[src/rtl/alu_issue_ctrl.sv]
// Issue controller for the 16-bit combinational ALU: decodes one instruction at a time,
// reads operands from the 16x16 register file, holds them for the ALU, then writes back.
module alu_issue_ctrl #(
    parameter int unsigned ALU_LAT = 1,
    parameter int unsigned NREGS   = 16
) (
    input  logic        clk,
    input  logic        rst_n,
    input  logic        inst_valid,
    output logic        inst_ready,
    input  logic [15:0] inst,
    output logic [7:0]  alu_opcode,
    output logic [15:0] alu_r1,
    output logic [15:0] alu_r2,
    output logic        alu_cin,
    input  logic [15:0] alu_out,
    input  logic [4:0]  alu_flags,
    output logic        done,
    output logic        illegal,
    output logic [4:0]  psr,
    input  logic [3:0]  dbg_addr,
    output logic [15:0] dbg_data
);

    typedef enum logic [1:0] {S_IDLE, S_READ, S_EXEC, S_WB} state_t;

    state_t      r_state;
    logic [15:0] r_inst;
    logic [15:0] r_res;
    logic [4:0]  r_flags;
    logic [4:0]  r_psr;
    logic [15:0] r_regs [NREGS];
    logic [7:0]  r_opcode;
    logic [15:0] r_r1;
    logic [15:0] r_r2;
    logic        r_cin;
    logic        r_ready;
    logic        r_done;
    logic        r_illegal;
    logic [1:0]  r_cnt;

    logic        w_imm;
    logic [3:0]  w_code;
    logic [3:0]  w_rdest;
    logic [3:0]  w_rsrc;
    logic [15:0] w_r1;
    logic [15:0] w_r2;
    logic        w_legal;
    logic        w_wr;
    logic        w_psr_upd;

    // Decode works off the latched word, which stays put until the next handshake.
    always_comb begin
        w_imm     = (r_inst[15:12] != 4'h0);
        w_code    = w_imm ? r_inst[15:12] : r_inst[7:4];
        w_rdest   = r_inst[11:8];
        w_rsrc    = r_inst[3:0];
        w_r1      = w_imm ? {{8{r_inst[7]}}, r_inst[7:0]} : r_regs[w_rsrc];
        w_r2      = r_regs[w_rdest];
        w_legal   = 1'b0;
        w_psr_upd = 1'b0;
        case (w_code)
            4'h1, 4'h2, 4'h3, 4'h5, 4'h6, 4'h7, 4'h8,
            4'h9, 4'hA, 4'hB, 4'hD, 4'hF: w_legal = 1'b1;
            default:                      w_legal = 1'b0;
        endcase
        case (w_code)
            4'h5, 4'h6, 4'h7, 4'h9, 4'hA, 4'hB: w_psr_upd = 1'b1;
            default:                            w_psr_upd = 1'b0;
        endcase
        w_wr = w_legal && (w_code != 4'hB);
    end

    always_ff @(posedge clk or negedge rst_n) begin
        if (!rst_n) begin
            r_state   <= S_IDLE;
            r_inst    <= '0;
            r_res     <= '0;
            r_flags   <= '0;
            r_psr     <= '0;
            r_opcode  <= '0;
            r_r1      <= '0;
            r_r2      <= '0;
            r_cin     <= 1'b0;
            r_ready   <= 1'b1;
            r_done    <= 1'b0;
            r_illegal <= 1'b0;
            r_cnt     <= '0;
            for (int i = 0; i < int'(NREGS); i++) begin
                r_regs[i] <= '0;
            end
        end else begin
            case (r_state)
                S_IDLE: begin
                    if (inst_valid) begin
                        r_inst  <= inst;
                        r_ready <= 1'b0;
                        r_state <= S_READ;
                    end
                end
                S_READ: begin
                    // Undefined codes present opcode 0 so the ALU sees a harmless op.
                    r_opcode <= w_legal ? {4'h0, w_code} : 8'h00;
                    r_r1     <= w_r1;
                    r_r2     <= w_r2;
                    r_cin    <= r_psr[0];
                    r_cnt    <= 2'(ALU_LAT - 1);
                    r_state  <= S_EXEC;
                end
                S_EXEC: begin
                    if (r_cnt == 2'd0) begin
                        r_res     <= alu_out;
                        r_flags   <= alu_flags;
                        r_done    <= 1'b1;
                        r_illegal <= !w_legal;
                        r_state   <= S_WB;
                    end else begin
                        r_cnt <= r_cnt - 2'd1;
                    end
                end
                S_WB: begin
                    if (w_wr) begin
                        r_regs[w_rdest] <= r_res;
                    end
                    if (w_psr_upd) begin
                        r_psr <= r_flags;
                    end
                    r_done    <= 1'b0;
                    r_illegal <= 1'b0;
                    r_ready   <= 1'b1;
                    r_state   <= S_IDLE;
                end
                default: r_state <= S_IDLE;
            endcase
        end
    end

    assign inst_ready = r_ready;
    assign alu_opcode = r_opcode;
    assign alu_r1     = r_r1;
    assign alu_r2     = r_r2;
    assign alu_cin    = r_cin;
    assign done       = r_done;
    assign illegal    = r_illegal;
    assign psr        = r_psr;
    assign dbg_data   = r_regs[dbg_addr];

endmodule
[config.mk]
export PLATFORM = sky130hd
export DESIGN_NAME = alu_issue_ctrl
export DESIGN_NICKNAME = d
export VERILOG_FILES = /design/src/rtl/alu_issue_ctrl.sv
export SDC_FILE = /design/constraint.sdc
export NUM_CORES = 1
export LEC_CHECK = 0
export BUFFER_PORTS_ARGS = -buffer_cell sky130_fd_sc_hd__buf_2
export CAP_MARGIN = 25
export CORE_MARGIN = 2
export CORE_UTILIZATION = 45
export CTS_BUF_LIST = sky130_fd_sc_hd__clkbuf_8
export CTS_CLUSTER_SIZE = 10
export DETAILED_ROUTE_END_ITERATION = 10
export MAX_ROUTING_LAYER = met4
export PLACE_DENSITY_LB_ADDON = 0.12
export SLEW_MARGIN = 20
export SYNTH_ARGS = -nofsm -noshare
export SYNTH_HDL_FRONTEND = slang
export SYNTH_SLANG_ARGS = --single-unit
[constraint.sdc]
create_clock -name clk -period 3.5 [get_ports clk]
set_clock_uncertainty 0.05 [all_clocks]
set_input_delay 0.525 -clock clk [delete_from_list [all_inputs] [get_ports clk]]
set_output_delay 0.525 -clock clk [all_outputs]
set_load 0.02 [all_outputs]
======== Yosys cells after proc, flatten, opt, wreduce, memory -nomap -nowiden ========
Memories as Yosys holds them, arrays and structs flattened.
Cells that the tools add are included.
storage, ports and cells
  flip-flop bits (word level) ............. 346
  ROM bits ................................ 16
  bits of input ports ..................... 44
  output and inout port bits .............. 65
  word-level logic and storage cells ...... 96
  memories ................................ 1
cells by class
  add/subtract/negate cells ............... 1
  order comparisons ....................... 4
  equal/unequal tests ..................... 13
  muxes and demuxes ....................... 27
  bitwise operators ....................... 3
  reduce and logical (&&, ||, !) cells .... 18
memory list
  memory            words  bits a word  rd ports  clocked after Yosys merged registers in  write ports  RTL line  RTL
  (name not given)  16     1            1         0                                        0            62        case (w_code)
operators with widths
  operator                                                                       number
  256-bit bitwise mux                                                            1
  16-bit binary-select mux with 4-bit select                                     3
  16-bit 2-to-1 mux                                                              8
  16-bit demux with 4-bit select                                                 1
  2-bit AND reduction                                                            8
  5-bit greater-or-equal comparator (second input constant)                      3
  4-bit NOT with 5-bit output                                                    3
  4-bit by 3-bit == test with 1-bit output (second input constant)               3
  4-bit == test (second input constant)                                          3
  4-bit 2-to-1 mux                                                               2
  2-bit one-hot mux with 4 select lines                                          1
  2-bit 2-to-1 mux                                                               3
  2-bit != test (second input constant)                                          3
  1-bit one-hot mux with 2 select lines                                          3
  2-bit nonzero test                                                             3
  6-bit OR reduction                                                             1
  5-bit by 1-bit less-than comparator with 1-bit output (second input constant)  1
  2-bit == test (second input constant)                                          2
  2-bit zero test                                                                2
  1-bit 2-to-1 mux                                                               4
  4-bit != test (second input constant)                                          1
  2-bit one-hot mux with 2 select lines                                          1
  4-bit nonzero test                                                             1
  2-bit by 1-bit == test with 1-bit output (second input constant)               1
  3 further kinds                                                                4

======== Depth between registers and ports, before layout ========
  word-level depth ........................ 6
  gate-level depth with buffers ........... 8

======== Worst setup path after synthesis ========
No wires, ideal clock.
  path kind ............................... input -> output
  from .................................... input dbg_addr[0]
  to ...................................... output dbg_data[0]
  data arrival time ....................... 2.544 ns
  required time ........................... 2.925 ns
  slack ................................... 0.381 ns
  stages on the path ...................... 4
  cells stage by stage .................... clkbuf_1 > buf_1 > mux4_2 > mux4_2
between the ends
  word-level cells in the longest chain between the ends .. 4
RTL lines
  item                                                   RTL line  RTL
  from (decl)                                            21        input logic [3:0] dbg_addr,
  4-bit NOT with 5-bit output (not written as such)      146       assign dbg_data = r_regs[dbg_addr];
  16-bit binary-select mux with 4-bit select             146
  16-bit 2-to-1 mux (not written as such) (2 in series)  146
  to (decl)                                              22        output logic [15:0] dbg_data
No other way between the ends. The select of a mux whose other input is x is not followed.

======== Worst setup path in the final report ========
  from .................................... register r_inst[12]
  to ...................................... register r_regs[24] (netlist bit)
between the ends
  word-level cells in the longest chain between the ends .. 5
  elaborated cells on any way between the ends .. 6
  those cells by class .................... 1 x eq/ne; 1 x mux; 3 x reduce/logical; 1 x memory
RTL lines
  item                                                       RTL line  RTL
  from (decl)                                                28        logic [15:0] r_inst;
  from (signal assigned)                                     96        r_inst <= inst;
  4-bit nonzero test                                         54        w_imm = (r_inst[15:12] != 4'h0);
  4-bit 2-to-1 mux *                                         55        w_code = w_imm ? r_inst[15:12] : r_inst[7:4];
  memory 16 x 1 bit / 4-bit != test (equally long branches)  n/a
  1-bit logical AND *                                        71        w_wr = w_legal && (w_code != 4'hB);
  2-bit AND reduction (no line) *                            n/a
  to (signal, indexed assignment)                            123       r_regs[w_rdest] <= r_res;
  to (decl)                                                  32        logic [15:0] r_regs [NREGS];
Every way passes the cells marked *; elsewhere a longest branch is shown, timed or not.
A chain may end at the register's enable or synchronous reset.

==> results.py <==
metrics = {
    "sta": {
        "worst_slew_margin_rel": 0.397,
        "max_freq_mhz": 327,
        "timing.setup.tns_ns": 0,
        "finalHoldViolCount": 0,
        "setup_slack_ns": 0.443,
        "slew_limit_fails": 0,
        "worst_slew_pin_slew_ns": 0.904,
        "final_cycle_utilization_of_the_critical_path": 0.874,
        "grt_setup_unrepaired": "false",
        "finalSetupViolations": 0,
        "fin_crit_ns": 3.06,
    },
    "floorplan": {
        "floorplan.die_area_um2": 45400,
        "floorplan.die.height_um": 213,
        "start_util": 0.456,
        "coreArea_um2": 43100,
        "fp-row-count": 76,
        "chipWidth_um": 213,
        "ioPinCount": 109,
    },
    "global_route": {
        "first_global_vias": 12800,
        "grtUsageTotal": 0.278,
        "antenna_found_initial": 1,
        "global_route_wire_length_before_repair_um": 87800,
        "grt_overflow_total": 0,
        "grt_max_degree": 97,
    },
    "worst_setup_path": {
        "cp_dominant_cell_by_count": "sky130_fd_sc_hd__buf_4",
        "cp.arrival_ns": 3.50,
        "r2r_setup_slack_ns": 0.44,
        "critical_path.reg2reg.endpoint": "r_regs[24]",
        "critPathKind": "flip-flop to flip-flop",
        "slowest_delay_ns": 0.57,
        "crit_chain": "or4b_4 > o211ai_2 > o211a_1 > buf_4 > buf_4 > nor3_4 > buf_4 > mux2_4",
        "startpoint_type": "flip-flop",
        "worst_ep_required_time_ns": 3.95,
        "worstRegToRegCells": 8,
        "worst_r2r_startpoint": "r_inst[12]",
        "timing.critical_path.slowest_stage_cell": "sky130_fd_sc_hd__or4b_4",
        "cp.buffers_inverters": 3,
        "critical_path.top_delay_family": "buffers and inverters",
        "worstSetupEndpointType": "flip-flop",
        "cp_max_fo": 16,
    },
    "final_layout": {
        "area_growth_pct": 13.6,
        "layout.cells.most_common": "sky130_fd_sc_hd__dfrtp_1",
        "final_cell_mix": "336 x sky130_fd_sc_hd__dfrtp_1, 250 x sky130_fd_sc_hd__mux2_2, 202 x sky130_fd_sc_hd__mux4_2, 102 x sky130_fd_sc_hd__buf_2, 91 x sky130_fd_sc_hd__mux2_4",
        "diodes": 0,
        "post-route-cell-area_um2": 22300,
        "drive_above_1_share": 0.590,
        "fin_nets": 1425,
        "fillers": 3652,
    },
    "logic_synthesis": {
        "yosys_most_used_dff": "sky130_fd_sc_hd__dfrtp_1",
        "post-synth-top-area-cell": "sky130_fd_sc_hd__dfrtp_1",
        "yosys_register_bits": 342,
        "cells_taking_the_most_area_after_synthesis": "sky130_fd_sc_hd__dfrtp_1 43%, sky130_fd_sc_hd__mux4_2 23%, sky130_fd_sc_hd__mux2_2 14%",
        "synth_top_area_frac": 0.434,
        "synthArstFlopShare": 1.00,
        "synth-seq-area-share": 0.435,
        "post_synth_inst_count": 1254,
        "synthesis.area_per_instance_um2": 15.7,
        "synth_edf_count": 0,
        "mappedNetlistArea_um2": 19700,
        "synth_warnings": 0,
        "ys_types": 52,
    },
    "power": {
        "power.leakage_nw": 9.63,
        "cellPowerDensity_nw_per_um2": 951,
        "report.power.total_mw": 21.3,
        "vdd.ir_drop.worst_mv": 0.383,
    },
    "run": {
        "cap_viol_max_count": 0,
    },
    "placement": {
        "preCtsSetupSlack_ns": 0.470,
        "port_buffers": 104,
        "dp_hpwl_um": 36600,
        "place_area_um2": 21000,
        "place_congestion": 0.843,
    },
    "hold_path": {
        "worst_hold_path_depth": 2,
        "worst_hold_startpoint": "alu_out[12]",
        "hold_end": "r_res[12]",
        "hold_path_class": "input pin to flip-flop",
    },
    "routing": {
        "detail-route-antenna-nets": 0,
        "firstDrtPassIters": 5,
        "avgRoutedWirePerCell_um": 29.0,
        "route.detailed.vias_per_inst": 6.19,
        "dr.first_iter.drc_count": 1154,
        "route.vias.total": 12400,
        "drc": 0,
        "drt-total-wl_um": 58200,
    },
    "cts": {
        "tritoncts": "done",
        "tritoncts_num_sinks": 342,
        "clock_latency_ns": 0.63,
        "cts-resized-gates": 0,
        "cts-buffers-inserted": 66,
        "htree_num_levels": 3,
        "clock_tree.root_cell": "sky130_fd_sc_hd__clkbuf_8",
        "cts_setup_buffers": 0,
        "clk_pin_slew_ns": 0.05,
        "cts.path.max_buffers": 3,
    },
    "status": {
        "status": "finished clean",
    },
}
-- worst reg2reg max path, delay by kind of cell, from the launching register on --
kind / cells / cell delay (ns)
AO/OA/AOI/OAI: 2 / 0.61
buffers and inverters: 3 / 0.86
flip-flops: 1 / 0.44
multiplexers: 1 / 0.35
AND/OR/NAND/NOR: 2 / 0.62
-- registers in the layout, indices dropped and copies added (netlist names) --
name	flops
inst_ready	1
alu_r2	16
done	1
r_flags	5
alu_cin	1
alu_r1	16
illegal	1
r_res	16
r_state	2
psr	5
r_inst	16
r_regs	256
alu_opcode	4
r_cnt	2
-- stage by stage --
stage	utilization	std cells	hold slack, ns
final	0.519	2006	0.0800
after global routing	0.519	2006	0.0612
after CTS	0.519	2006	0.0346
after detailed placement	0.488	1892	0.436
after global placement	0.488	1892	0.417
after floorplan	-	1257	0.179
-- Yosys cell counts, types with 2 or more instances --
master,count
sky130_fd_sc_hd__dfrtp_1,341
sky130_fd_sc_hd__mux2_2,250
sky130_fd_sc_hd__mux4_2,202
sky130_fd_sc_hd__mux2_4,91
sky130_fd_sc_hd__clkbuf_1,71
sky130_fd_sc_hd__a22oi_1,35
sky130_fd_sc_hd__o21ai_0,27
sky130_fd_sc_hd__inv_1,26
sky130_fd_sc_hd__a21oi_1,21
sky130_fd_sc_hd__buf_1,16
sky130_fd_sc_hd__nand2_1,16
sky130_fd_sc_hd__nor2_1,14
sky130_fd_sc_hd__mux2i_1,11
sky130_fd_sc_hd__nor2b_1,11
sky130_fd_sc_hd__a31oi_1,10
sky130_fd_sc_hd__buf_4,10
sky130_fd_sc_hd__buf_2,9
sky130_fd_sc_hd__buf_6,9
sky130_fd_sc_hd__o22a_1,9
sky130_fd_sc_hd__nor3_4,8
sky130_fd_sc_hd__nor4_4,8
sky130_fd_sc_hd__nand3_1,7
sky130_fd_sc_hd__nand2b_1,6
sky130_fd_sc_hd__ha_1,5
sky130_fd_sc_hd__nand4_1,5
sky130_fd_sc_hd__and3_1,4
sky130_fd_sc_hd__buf_8,3
sky130_fd_sc_hd__a211oi_1,2
sky130_fd_sc_hd__and2_1,2
sky130_fd_sc_hd__nor3_1,2
sky130_fd_sc_hd__o22ai_1,2
-- cell type report --
cell class	instances	area, um2	share of cell area
well taps	585	732	0.0328
flip-flops and latches	342	8570	0.384
inverters	26	97.6	0.00437
clock buffers	85	1170	0.0524
clock inverters	28	154	0.00689
repair buffers	170	1210	0.0540
multi-input cells	770	10400	0.466
-- power by group --
| group | switching, mW | internal, mW | leakage, nW |
|---|---|---|---|
| Combinational | 3.93 | 5.26 | 4.45 |
| Clock | 1.75 | 2.24 | 0.745 |
| Sequential | 2.43 | 5.65 | 4.44 |
| Total | 8.11 | 13.1 | 9.63 |
-- what timing repair did --
item | CTS | global route
hold buffers | 1 | 0
endpoints found under the setup margin | 0 | 0
endpoints found under the hold margin | 89 | 0
-- kinds of logic after synthesis --
logic type / Yosys count / share of synthesized area
other: 1 / 0.000191
AOI/OAI and AO/OA: 112 / 0.0371
muxes: 555 / 0.450
and+or+nand+nor: 93 / 0.0374
DFF: 342 / 0.435
buffers and inverters: 145 / 0.0361
xor gates and xnor gates: 1 / 0.000446
adders and majority gates: 5 / 0.00318
-- how the worst max path moves through the flow --
stage | startpoint | endpoint | slack [ns] | depth (start not counted)
after floorplan | dbg_addr[0] | dbg_data[0] | 0.38 | 4
after global placement | r_inst[12] | r_regs[24] | 0.53 | 8
after detailed placement | r_inst[12] | r_regs[24] | 0.47 | 8
after CTS | r_inst[12] | r_regs[24] | 0.45 | 8
after global routing | r_inst[14] | r_regs[178] | 0.28 | 6
final | r_inst[12] | r_regs[24] | 0.44 | 8
-- per-layer routing --
metal  wire length (um)  global-route usage  part of all wire
met3               3890              0.0565             0.067
met4               1690              0.0991             0.029
met2              26000               0.392              0.45
met1              26600               0.401              0.46
met5                  0                   -                 0
(Power assumes the default switching activity.)
